[src/rtl/alu_stream.sv]
// alu_stream: streaming ALU with a valid/ready handshake on each side.
// Most modes finish in one cycle. Multiply (mode 3) is a shift-add over
// WIDTH cycles. Holds a wrapping count of results taken by the consumer.
// Optional build macro: ALU_STREAM_SAT_EN. When defined, add and multiply
// saturate and the two subtract modes clamp at zero. When undefined, those
// modes wrap.
module alu_stream #(
    parameter int WIDTH = 8,
    parameter int CNT_W = 16
) (
    input  logic             clk,
    input  logic             rst,
    input  logic             in_valid,
    output logic             in_ready,
    input  logic [WIDTH-1:0] a_in,
    input  logic [WIDTH-1:0] b_in,
    input  logic [3:0]       mode_in,
    output logic             out_valid,
    input  logic             out_ready,
    output logic [WIDTH-1:0] c_out,
    output logic             err_out,
    output logic [CNT_W-1:0] op_count
);

    // The step counter only has to count 0..WIDTH-1.
    localparam int SW = $clog2(WIDTH);
`ifdef ALU_STREAM_SAT_EN
    // Keep the full double-width product so the overflow can be detected.
    localparam int PW = 2 * WIDTH;
`else
    localparam int PW = WIDTH;
`endif

    typedef enum logic {
        IDLE = 1'b0,
        MUL  = 1'b1
    } state_t;

    state_t            state_q, state_d;
    logic              out_valid_q, out_valid_d;
    logic [WIDTH-1:0]  c_q, c_d;
    logic              err_q, err_d;
    logic [CNT_W-1:0]  cnt_q, cnt_d;
    logic [PW-1:0]     mcand_q, mcand_d;
    logic [WIDTH-1:0]  mplier_q, mplier_d;
    logic [PW-1:0]     acc_q, acc_d;
    logic [SW-1:0]     step_q, step_d;

    logic [WIDTH-1:0]  addRes, subAbRes, subBaRes, mulRes;
    logic [PW-1:0]     prodNext;
    logic [WIDTH-1:0]  aluRes;
    logic              aluErr;

`ifdef ALU_STREAM_SAT_EN
    logic [WIDTH:0] addWide, subAbWide, subBaWide;
    assign addWide   = {1'b0, a_in} + {1'b0, b_in};
    assign subAbWide = {1'b0, a_in} - {1'b0, b_in};
    assign subBaWide = {1'b0, b_in} - {1'b0, a_in};
    assign addRes    = addWide[WIDTH]   ? '1 : addWide[WIDTH-1:0];
    assign subAbRes  = subAbWide[WIDTH] ? '0 : subAbWide[WIDTH-1:0];
    assign subBaRes  = subBaWide[WIDTH] ? '0 : subBaWide[WIDTH-1:0];
`else
    assign addRes    = a_in + b_in;
    assign subAbRes  = a_in - b_in;
    assign subBaRes  = b_in - a_in;
`endif

    // The partial product after this cycle's multiplier bit.
    assign prodNext = acc_q + (mplier_q[0] ? mcand_q : '0);
`ifdef ALU_STREAM_SAT_EN
    assign mulRes = (|prodNext[PW-1:WIDTH]) ? '1 : prodNext[WIDTH-1:0];
`else
    assign mulRes = prodNext;
`endif

    // Operands are taken only when idle and when any held result is leaving.
    assign in_ready  = (state_q == IDLE) && (!out_valid_q || out_ready) && !rst;
    assign out_valid = out_valid_q;
    assign c_out     = c_q;
    assign err_out   = err_q;
    assign op_count  = cnt_q;

    // Single-cycle result for the mode on the inputs. Logical shifts by
    // WIDTH or more already give zero, so no special case is needed.
    always_comb begin
        aluRes = '0;
        aluErr = 1'b0;
        case (mode_in)
            4'd0:    aluRes = addRes;
            4'd1:    aluRes = subAbRes;
            4'd2:    aluRes = subBaRes;
            4'd4:    aluRes = a_in >> b_in;
            4'd5:    aluRes = a_in << b_in;
            4'd6:    aluRes = b_in >> a_in;
            4'd7:    aluRes = b_in << a_in;
            4'd8:    aluRes = a_in ^ b_in;
            4'd9:    aluRes = a_in & b_in;
            4'd10:   aluRes = a_in | b_in;
            4'd3:    aluRes = '0;
            default: aluErr = 1'b1;
        endcase
    end

    // Next state: output handshake, operand acceptance and multiply steps.
    always_comb begin
        state_d     = state_q;
        out_valid_d = out_valid_q;
        c_d         = c_q;
        err_d       = err_q;
        cnt_d       = cnt_q;
        mcand_d     = mcand_q;
        mplier_d    = mplier_q;
        acc_d       = acc_q;
        step_d      = step_q;

        if (out_valid_q && out_ready) begin
            out_valid_d = 1'b0;
            cnt_d       = cnt_q + 1'b1;
        end

        case (state_q)
            IDLE: begin
                if (in_valid && in_ready) begin
                    if (mode_in == 4'd3) begin
                        state_d  = MUL;
                        mcand_d  = PW'(a_in);
                        mplier_d = b_in;
                        acc_d    = '0;
                        step_d   = '0;
                    end else begin
                        out_valid_d = 1'b1;
                        c_d         = aluRes;
                        err_d       = aluErr;
                    end
                end
            end
            MUL: begin
                acc_d    = prodNext;
                mcand_d  = mcand_q << 1;
                mplier_d = mplier_q >> 1;
                step_d   = step_q + 1'b1;
                if (step_q == SW'(WIDTH - 1)) begin
                    state_d     = IDLE;
                    out_valid_d = 1'b1;
                    c_d         = mulRes;
                    err_d       = 1'b0;
                end
            end
            default: state_d = IDLE;
        endcase
    end

    // State register. Reset drops any multiply in progress.
    always_ff @(posedge clk) begin
        if (rst) begin
            state_q     <= IDLE;
            out_valid_q <= 1'b0;
            c_q         <= '0;
            err_q       <= 1'b0;
            cnt_q       <= '0;
            mcand_q     <= '0;
            mplier_q    <= '0;
            acc_q       <= '0;
            step_q      <= '0;
        end else begin
            state_q     <= state_d;
            out_valid_q <= out_valid_d;
            c_q         <= c_d;
            err_q       <= err_d;
            cnt_q       <= cnt_d;
            mcand_q     <= mcand_d;
            mplier_q    <= mplier_d;
            acc_q       <= acc_d;
            step_q      <= step_d;
        end
    end

endmodule

[config.mk]
export PLATFORM = sky130hd
export DESIGN_NAME = alu_stream
export DESIGN_NICKNAME = d
export VERILOG_FILES = /design/src/rtl/alu_stream.sv
export SDC_FILE = /design/constraint.sdc
export NUM_CORES = 1
export LEC_CHECK = 0
export ABC_CLOCK_PERIOD_IN_PS = 3240
export CAP_MARGIN = 20
export CORE_UTILIZATION = 35
export DETAILED_ROUTE_END_ITERATION = 12
export DONT_BUFFER_PORTS = 1
export GPL_ROUTABILITY_DRIVEN = 1
export PLACE_DENSITY = 0.56
export SYNTH_ARGS = -nofsm -noshare
export SYNTH_HDL_FRONTEND = slang
export SYNTH_SLANG_ARGS = --single-unit
[constraint.sdc]
create_clock -name clk -period 3.24 [get_ports clk]
set_clock_uncertainty 0.05 [all_clocks]
set_input_delay 0.486 -clock clk [delete_from_list [all_inputs] [get_ports clk]]
set_output_delay 0.486 -clock clk [all_outputs]
set_load 0.02 [all_outputs]
---- Yosys cells after proc, flatten, opt, wreduce, memory -nomap -nowiden ----
Index checks and enable logic that the tools add are counted.
word-level totals
  register bits after elaboration ......... 54
  input bits .............................. 24
  output and inout port bits .............. 27
  word-level logic and storage cells ...... 81
operators by class
  $add $sub $neg .......................... 6
  eq/ne operators ......................... 15
  shifts and indexed selects .............. 4
  muxes and demuxes ....................... 32
  bitwise operators ....................... 4
  reduce and logical (&&, ||, !) cells .... 11
operator list
  operator                                                                  count
  8-bit two-way mux                                                         10
  8-bit one-hot mux with 10 select lines                                    1
  8-bit one-hot mux with 2 select lines                                     4
  16-bit by 1-bit adder with 16-bit output (second input constant)          1
  8-bit adder                                                               2
  4-bit by 3-bit == test with 1-bit output (second input constant)          4
  8-bit by 8-bit left shift with 8-bit output                               2
  8-bit by 8-bit >> shifter with 8-bit output                               2
  8-bit subtractor                                                          2
  4-bit == test (second input constant)                                     3
  1-bit two-way mux                                                         11
  10-bit OR reduction                                                       1
  8-bit AND                                                                 1
  4-bit by 2-bit == test with 1-bit output (second input constant)          2
  8-bit bitwise OR                                                          1
  8-bit bitwise XOR                                                         1
  3-bit two-way mux                                                         2
  2-bit by 1-bit inequality test with 1-bit output (second input constant)  3
  1-bit one-hot mux with 2 select lines                                     3
  3-bit one-hot mux with 2 select lines                                     1
  4-bit by 1-bit == test with 1-bit output (second input constant)          1
  1-bit logical AND                                                         4
  4-bit logical NOT                                                         1
  3-bit by 1-bit adder with 3-bit output (second input constant)            1
  7 further kinds                                                           8

---- Logic depth before layout (Yosys ltp) ----
  word-level depth ........................ 7
  gate-level depth with buffers ........... 15
  gate-level depth less buffers ........... 12

---- Least setup slack after synthesis ----
OpenSTA, ideal clock, no wires.
  path type ............................... input-to-reg
  from .................................... in a_in[0]
  to ...................................... reg c_q[7], in the netlist c_out[7]
  setup time .............................. 91 ps
  arrival ................................. 3,178 ps
  data required time ...................... 3,099 ps
  path slack .............................. -79 ps
  cell stages on the path ................. 13
  path buffers ............................ 3
  path through ............................ clkbuf_1 > buf_2 > buf_2 > inv_1 > ha_1 > a31oi_1 > xnor2_1 > ha_1 > or4_1 > o22ai_1 > xnor2_1 > or3_1 > a311oi_1
on the way
  cells in the longest elaborated chain, start to end .. 5
  elaborated cells between the ends (all ways) .. 11
  classes of those cells .................. add/sub (3); shift (4); mux (4)
ends and longest elaborated chain
  what                                      line  text
  from (decl)                               15    input logic [WIDTH-1:0] a_in,
  8-bit subtractor (tied with other cells)  65    assign subBaRes = b_in - a_in;
  8-bit one-hot mux with 10 select lines *  88    case (mode_in)
  8-bit two-way mux *                       124   if (mode_in == 4'd3) begin
  8-bit two-way mux *                       123   if (in_valid && in_ready) begin
  8-bit one-hot mux with 2 select lines *   121   case (state_q)
  to (signal assigned)                      158   c_q <= '0;
  to (signal assigned)                      168   c_q <= c_d;
  to (decl)                                 41    logic [WIDTH-1:0] c_q, c_d;
Mark *: on every way between the ends. The rest lies on a longest branch, timed or not. The select of a mux whose other input is x is not followed.
A chain may end at the register's enable or synchronous reset.

---- Worst setup path in the final report ----
  from .................................... in mode_in[0]
  to ...................................... reg c_q[2], in the netlist c_out[2]
on the way
  cells in the longest elaborated chain, start to end .. 5
  elaborated cells between the ends (all ways) .. 17
  classes of those cells .................. eq/ne (11); mux (4); reduce/logical (2)
ends and longest elaborated chain
  what                                    line  text
  from (decl)                             17    input logic [3:0] mode_in,
  4-bit == test (tied with other cells)   88
  8-bit one-hot mux with 10 select lines  88
  8-bit two-way mux                       124
  8-bit two-way mux                       123
  8-bit one-hot mux with 2 select lines   121
Several ways; a longest one is shown, not always the timed one. The select of a mux whose other input is x is not followed.

==> out/qor.yml <==
status: "finished clean"
drt_iter0_drc: 350
port_buffers: 0
ant_nets: 0
p_seq_share_pct: 42.6
max_freq_mhz: 347
n_antenna_cell: 0
die_w_um: 121
hold_path_class: "input port to flop"
ios: 51
ys_ff_latch: 54
synth_flop_cell: "dfxtp_1"
syn_inst: 631
dp_slack_ns: 0.131
comb_power_share_pct: 22.5
worst_pin_slew_ns: 0.718
crit_arrival_ns: 2.98
fp.dieH_um: 121
dp.cells: 776
cpPeakStageDelay_ns: 0.67
crit_chain: "nand2b_1 -> nor3_2 -> mux2_2 -> fa_1 -> xor2_1 -> o221ai_1 -> a2111oi_0 -> a211oi_1"
netlist_top_cells_area: "dfxtp_1 22%, ha_1 10%, a21oi_1 6.0%"
place_hpwl_um: 11500
maxCapViolCount: 0
design_area_um2: 5220
finalWirelength_um: 15700
via_per_inst: 5.98
grt_max_degree: 57
ir_worst_vdd_mv: 0.243
synth.cell_area_um2: 4970
cts.sinks: 54
fin_ws_ns: 0.354
num_rows: 43
yosys.area.top_type: "dfxtp_1"
track_usage_pct: 21.8
slew_viol_final: 0
vias: 4692
p_total_mw: 1.61
fin_nets: 671
syn-num-nets: 699
crit_type: "input port to flop"
power_switching_uw: 462
cts_setup_buffers: 0
max_slew_margin_pct: 50.9
wl_per_cell_um: 20.0
p_int_mw: 1.15
leakagePower_nw: 1.94
switching_share_pct: 28.7
fill_cells: 1455
period_share_pct: 89.1
async_flop_share_pct: 0
dpl_cell_area_um2: 5060
cp_data_required_time_ns: 3.34
finalSetupTns_ns: 0
drtPass1Iterations: 5
stdcell_count: 784
synth-edff-count: 0
clockRootBuffer: "clkbuf_16"
fin_crit_ns: 2.89
crit_path_end_kind: "flop"
cts_resized: 0
yosys.area.top_type_share_pct: 21.8
p_per_area_nw_per_um2: 309
core_um2: 13900
syn_avg_cell_area_um2: 7.87
hold_viol_final: 0
numCtsBuffers: 5
ctsHoldBuffers: 0
start_util_pct: 35.8
whs_ns: 0.205
dieArea_um2: 14700
cts_tree: "done"
drive_above_1_share_pct: 7.45
overflow: 0
clk_path_buf_depth: 2
grt_pass1_vias: 4482
cp-start-kind: "input port"
synth_cell_type_count: 66
critPathSlowestCell: "a2111oi_0"
path_clk_slew_ns: 0.07
remaining_drc_errors: 0
rsz0062_at_grt: "false"
setup_violations: 0
ys_warn_count: 0
yosysMostFrequentCell: "nand2_1"
antenna_found_initial: 0
yosysSeqAreaShare_pct: 21.8
grt_pass1_wl_um: 24800
syn2layout_area_growth_pct: 5.01
cts.htree.levels: 2
cp_max_fo: 16
synthTopCellsByCount: "65 x nand2_1, 60 x a21oi_1, 56 x nor2_1"
gp_congestion: 0.947
insertion_delay_ns: 0.29
fin_util_pct: 37.6
pwr-share-clk_pct: 34.9
[cell usage in the layout (no fill, tap or decap), drive strengths merged, types with 10 or more instances in the layout]
cell type,netlist,final
a31oi,10,10
dfxtp,54,54
buf,18,12
ha,41,41
nand2,65,65
and2,12,12
nor2,56,56
nor3,16,16
nand3,17,17
mux2i,17,17
a21oi,60,60
o22ai,12,12
o21ai,22,22
xor2,16,16
mux4,14,14
a22oi,17,17
inv,26,27
xnor2,18,18
[critical path: cells and delay by family]
kind                     cells  cell delay, ns
AND/OR/NAND/NOR              2            0.49
multiplexers                 1            0.41
XOR/XNOR                     1            0.16
adder cells (fa/ha/maj)      1            0.44
AO/OA/AOI/OAI                3            0.99
[registers in the layout, indices dropped and copies added (netlist names)]
signal,cells
out_valid,1
state_q,1
step_q,3
acc_q,8
op_count,16
mplier_q,8
err_out,1
mcand_q,8
c_out,8
[layer usage]
layer / routed length [um] / global-route usage, % / vias to the layer above
met4: 455 / 7.56 / 0
met3: 885 / 3.85 / 29
met2: 7620 / 36.9 / 170
met1: 6730 / 27.7 / 2261
li1: - / - / 2232
met5: 0 / 0 / -
[power by group through the flow]
stage	registers [mW]	clock network, mW	logic (mW)
after CTS	0.686	0.579	0.357
final	0.686	0.562	0.363
after global routing	0.687	0.605	0.396
after global placement	0.702	0	0.350
after floorplan	0.699	0	0.328
after detailed placement	0.702	0	0.356
[final cells by class]
| class | instances | area, um2 | share of cell area, % |
|---|---|---|---|
| clock buffers | 6 | 139 | 2.66 |
| clock inverters | 2 | 16.3 | 0.312 |
| inverters | 28 | 105 | 2.01 |
| multi-input cells | 502 | 3560 | 68.2 |
| flip-flops and latches | 54 | 1080 | 20.7 |
| well taps | 180 | 225 | 4.32 |
| repair buffers | 12 | 90.1 | 1.73 |
[final timing paths]
check	cells after the start	to	start	slack (ns)
max	8	c_out[2]	mode_in[0]	0.35
min	1	op_count[0]	rst	0.21
max reg2reg	8	c_out[2]	mplier_q[0]	0.54
min reg2reg	2	mplier_q[2]	mplier_q[2]	0.40
[cell families (layout without fill, tap and decap cells)]
kind of cell             after synthesis  count (layout)  synth area share [%]
multiplexers                          35              35                  10.8
XOR/XNOR                              34              34                  5.99
AND/OR/NAND/NOR                      220             220                  21.7
adder cells (fa/ha/maj)               45              45                  11.7
flip-flops                            54              54                  21.8
buffers and inverters                 75              48                  6.57
AO/OA/AOI/OAI                        168             168                  21.5
(Power assumes the default switching activity.)
==> edit (same settings) <==
Take the reset off `c_q` and load it in a clocked block of its own.
--- a/src/rtl/alu_stream.sv
+++ b/src/rtl/alu_stream.sv
@@ -155,7 +155,6 @@
         if (rst) begin
             state_q     <= IDLE;
             out_valid_q <= 1'b0;
-            c_q         <= '0;
             err_q       <= 1'b0;
             cnt_q       <= '0;
             mcand_q     <= '0;
@@ -165,7 +164,6 @@
         end else begin
             state_q     <= state_d;
             out_valid_q <= out_valid_d;
-            c_q         <= c_d;
             err_q       <= err_d;
             cnt_q       <= cnt_d;
             mcand_q     <= mcand_d;
@@ -175,5 +173,9 @@
         end
     end
 
+    always_ff @(posedge clk) begin
+        c_q <= c_d;
+    end
+
 endmodule
 
Formal check against the unedited RTL: differs if rst is asserted again (counterexample within 4 cycles, from zero or initial values and one cycle with rst high); with rst held inactive, the same outputs for 10 cycles.
==> edit against the unedited design <==
- via count shrank 0.81%
- sequential cell count is the same
- critical path depth grew 1
- count of clock-buffer cells in the layout grew 1
- worst setup slack gained 0.073 ns
- first-iteration DRC count grew 19%
- total power grew 4.4%
- cell area grew 2.7%
- synthesized area grew 5.1%
- wire length shrank 0.10%
- largest cell class unchanged
==> edit: results (changes against the unedited design) <==
DP HPWL 11.4 mm (-0.29%); clock root cell clkbuf_16; Setup Slack @ Placement 0.141 ns (+0.0102 ns); R2R Setup Slk 0.61 ns (+0.07 ns); antenna violations before repair 0 (unchanged); RR Startpoint mplier_q[0]$_SDFFE_PP0P_; largest net degree at the start of global routing 48 (-16%); CTS resizes 0 (unchanged); Pleak 2.07 nW (+6.4%); Worst Hold Path EP out_valid$_SDFF_PP0_; CP Max Fanout 20 (+4); Worst Setup EP c_out[2]$_DFFE_PP_; first-pass GRT wire length 24.3 mm (-1.8%); total track usage 0.208 (-0.00974); CP Data Arrival Time 2.78 ns (-0.20 ns); largest stage delay on the critical path 0.43 ns (-0.24 ns); Seq/Total Area, Yosys 0.222 (+0.00480); Crit path max-delay family simple AND/OR/NAND/NOR gates; Synth cell types 74 (+12%); non-filler cells, final 768 (-2.0%); # port buffers 0 (unchanged); hold path start rst; share of cells above drive strength 1 0.0890 (+0.0145); Post-Route WL 15.7 mm (-0.10%); Peak VDD IR 0.298 mV (+22%); WHS 0.203 ns (-0.00249 ns); status completed; Synth area leaders dfxtp_1, ha_1, mux2i_1; synth warn 0 (unchanged); number of diodes 0 (unchanged); 1st-iter DRT viols 417 (+19%); syn avg cell area 8.52 µm² (+8.2%); vias in the first global route 4409 (-1.6%); Post-CTS Setup Bufs 0 (unchanged); max reg flops 16 (unchanged); fmax 0.356 GHz (+2.6%); CTS Buf Count 5 (unchanged); worst flop-to-flop path endpoint c_out[6]$_DFFE_PP_; Hold Crit Depth 1 (unchanged); normalized max-slew margin 0.370 (-0.139); routed vias/inst 6.06 (+1.3%); Post-synth EDFFs 8 (+8); class of the worst hold path in -> reg; Clock Tree Buf Depth 2 (unchanged); Fillers 1525 (+4.8%); commonest cells in the netlist nor2_1, nand2_1, a21oi_1, dfxtp_1, ha_1; NumNets Final 651 (-3.0%); gpl congestion 0.984 (+3.9%); syn_nets 681 (-2.6%); CP startpoint mode_in[0]; total placed cells including tap cells 760 (-2.1%); Initial DRT Pass Iterations 6 (+1); Slowest cell on crit path nor3_1
[edit: cell count changes in the layout (fill, tap and decap cells not counted), moves of 4 or more]
cell and change:
nand2_1 -14, a21oi_1 -13, mux2i_1 +13, dfxtp_1 -8, edfxtp_1 +8, nand3_1 -6
a22oi_1 +5, xnor2_1 -5, buf_4 -4
[edit: routing by layer]
| layer | vias up | part of all wire | global-route usage |
|---|---|---|---|
| li1 | 2188 | - | - |
| met1 | 2227 | 0.44 | 0.283 |
| met2 | 204 | 0.44 | 0.311 |
| met3 | 35 | 0.089 | 0.0623 |
| met4 | 0 | 0.030 | 0.0692 |
| met5 | - | 0 | 0 |
[edit: metrics by stage]
step,power [mW],area (µm²)
after CTS,1.70,5360
after detailed placement,1.08,5190
final,1.68,5360
after global placement,1.08,5190
after global routing,1.77,5360
after floorplan,1.07,5220
[edit: final cells by class]
| type | count | area share |
|---|---|---|
| Timing Repair Buffer | 8 | 0.0112 |
| Inverter | 27 | 0.0189 |
| Clock buffer | 7 | 0.0306 |
| Multi-Input combinational cell | 487 | 0.678 |
| Sequential cell | 54 | 0.217 |
| Clock inverter | 1 | 0.00163 |
| Tap cell | 184 | 0.0430 |
[edit: cells by family (layout without fill, tap and decap cells)]
logic type,Yosys count,after routing,synth area share
AOI/OAI and AO/OA,166,166,0.214
xor gates and xnor gates,29,29,0.0501
adders and majority gates,44,44,0.110
buffers and inverters,72,43,0.0815
DFF,54,54,0.222
muxes,43,43,0.110
and+or+nand+nor,205,205,0.212
[edit: where the power goes]
part	leakage [nW]	switching, mW	internal, mW
Combinational	1.53	0.202	0.167
Sequential	0.447	0.0170	0.691
Clock	0.0857	0.248	0.358
Total	2.07	0.466	1.22
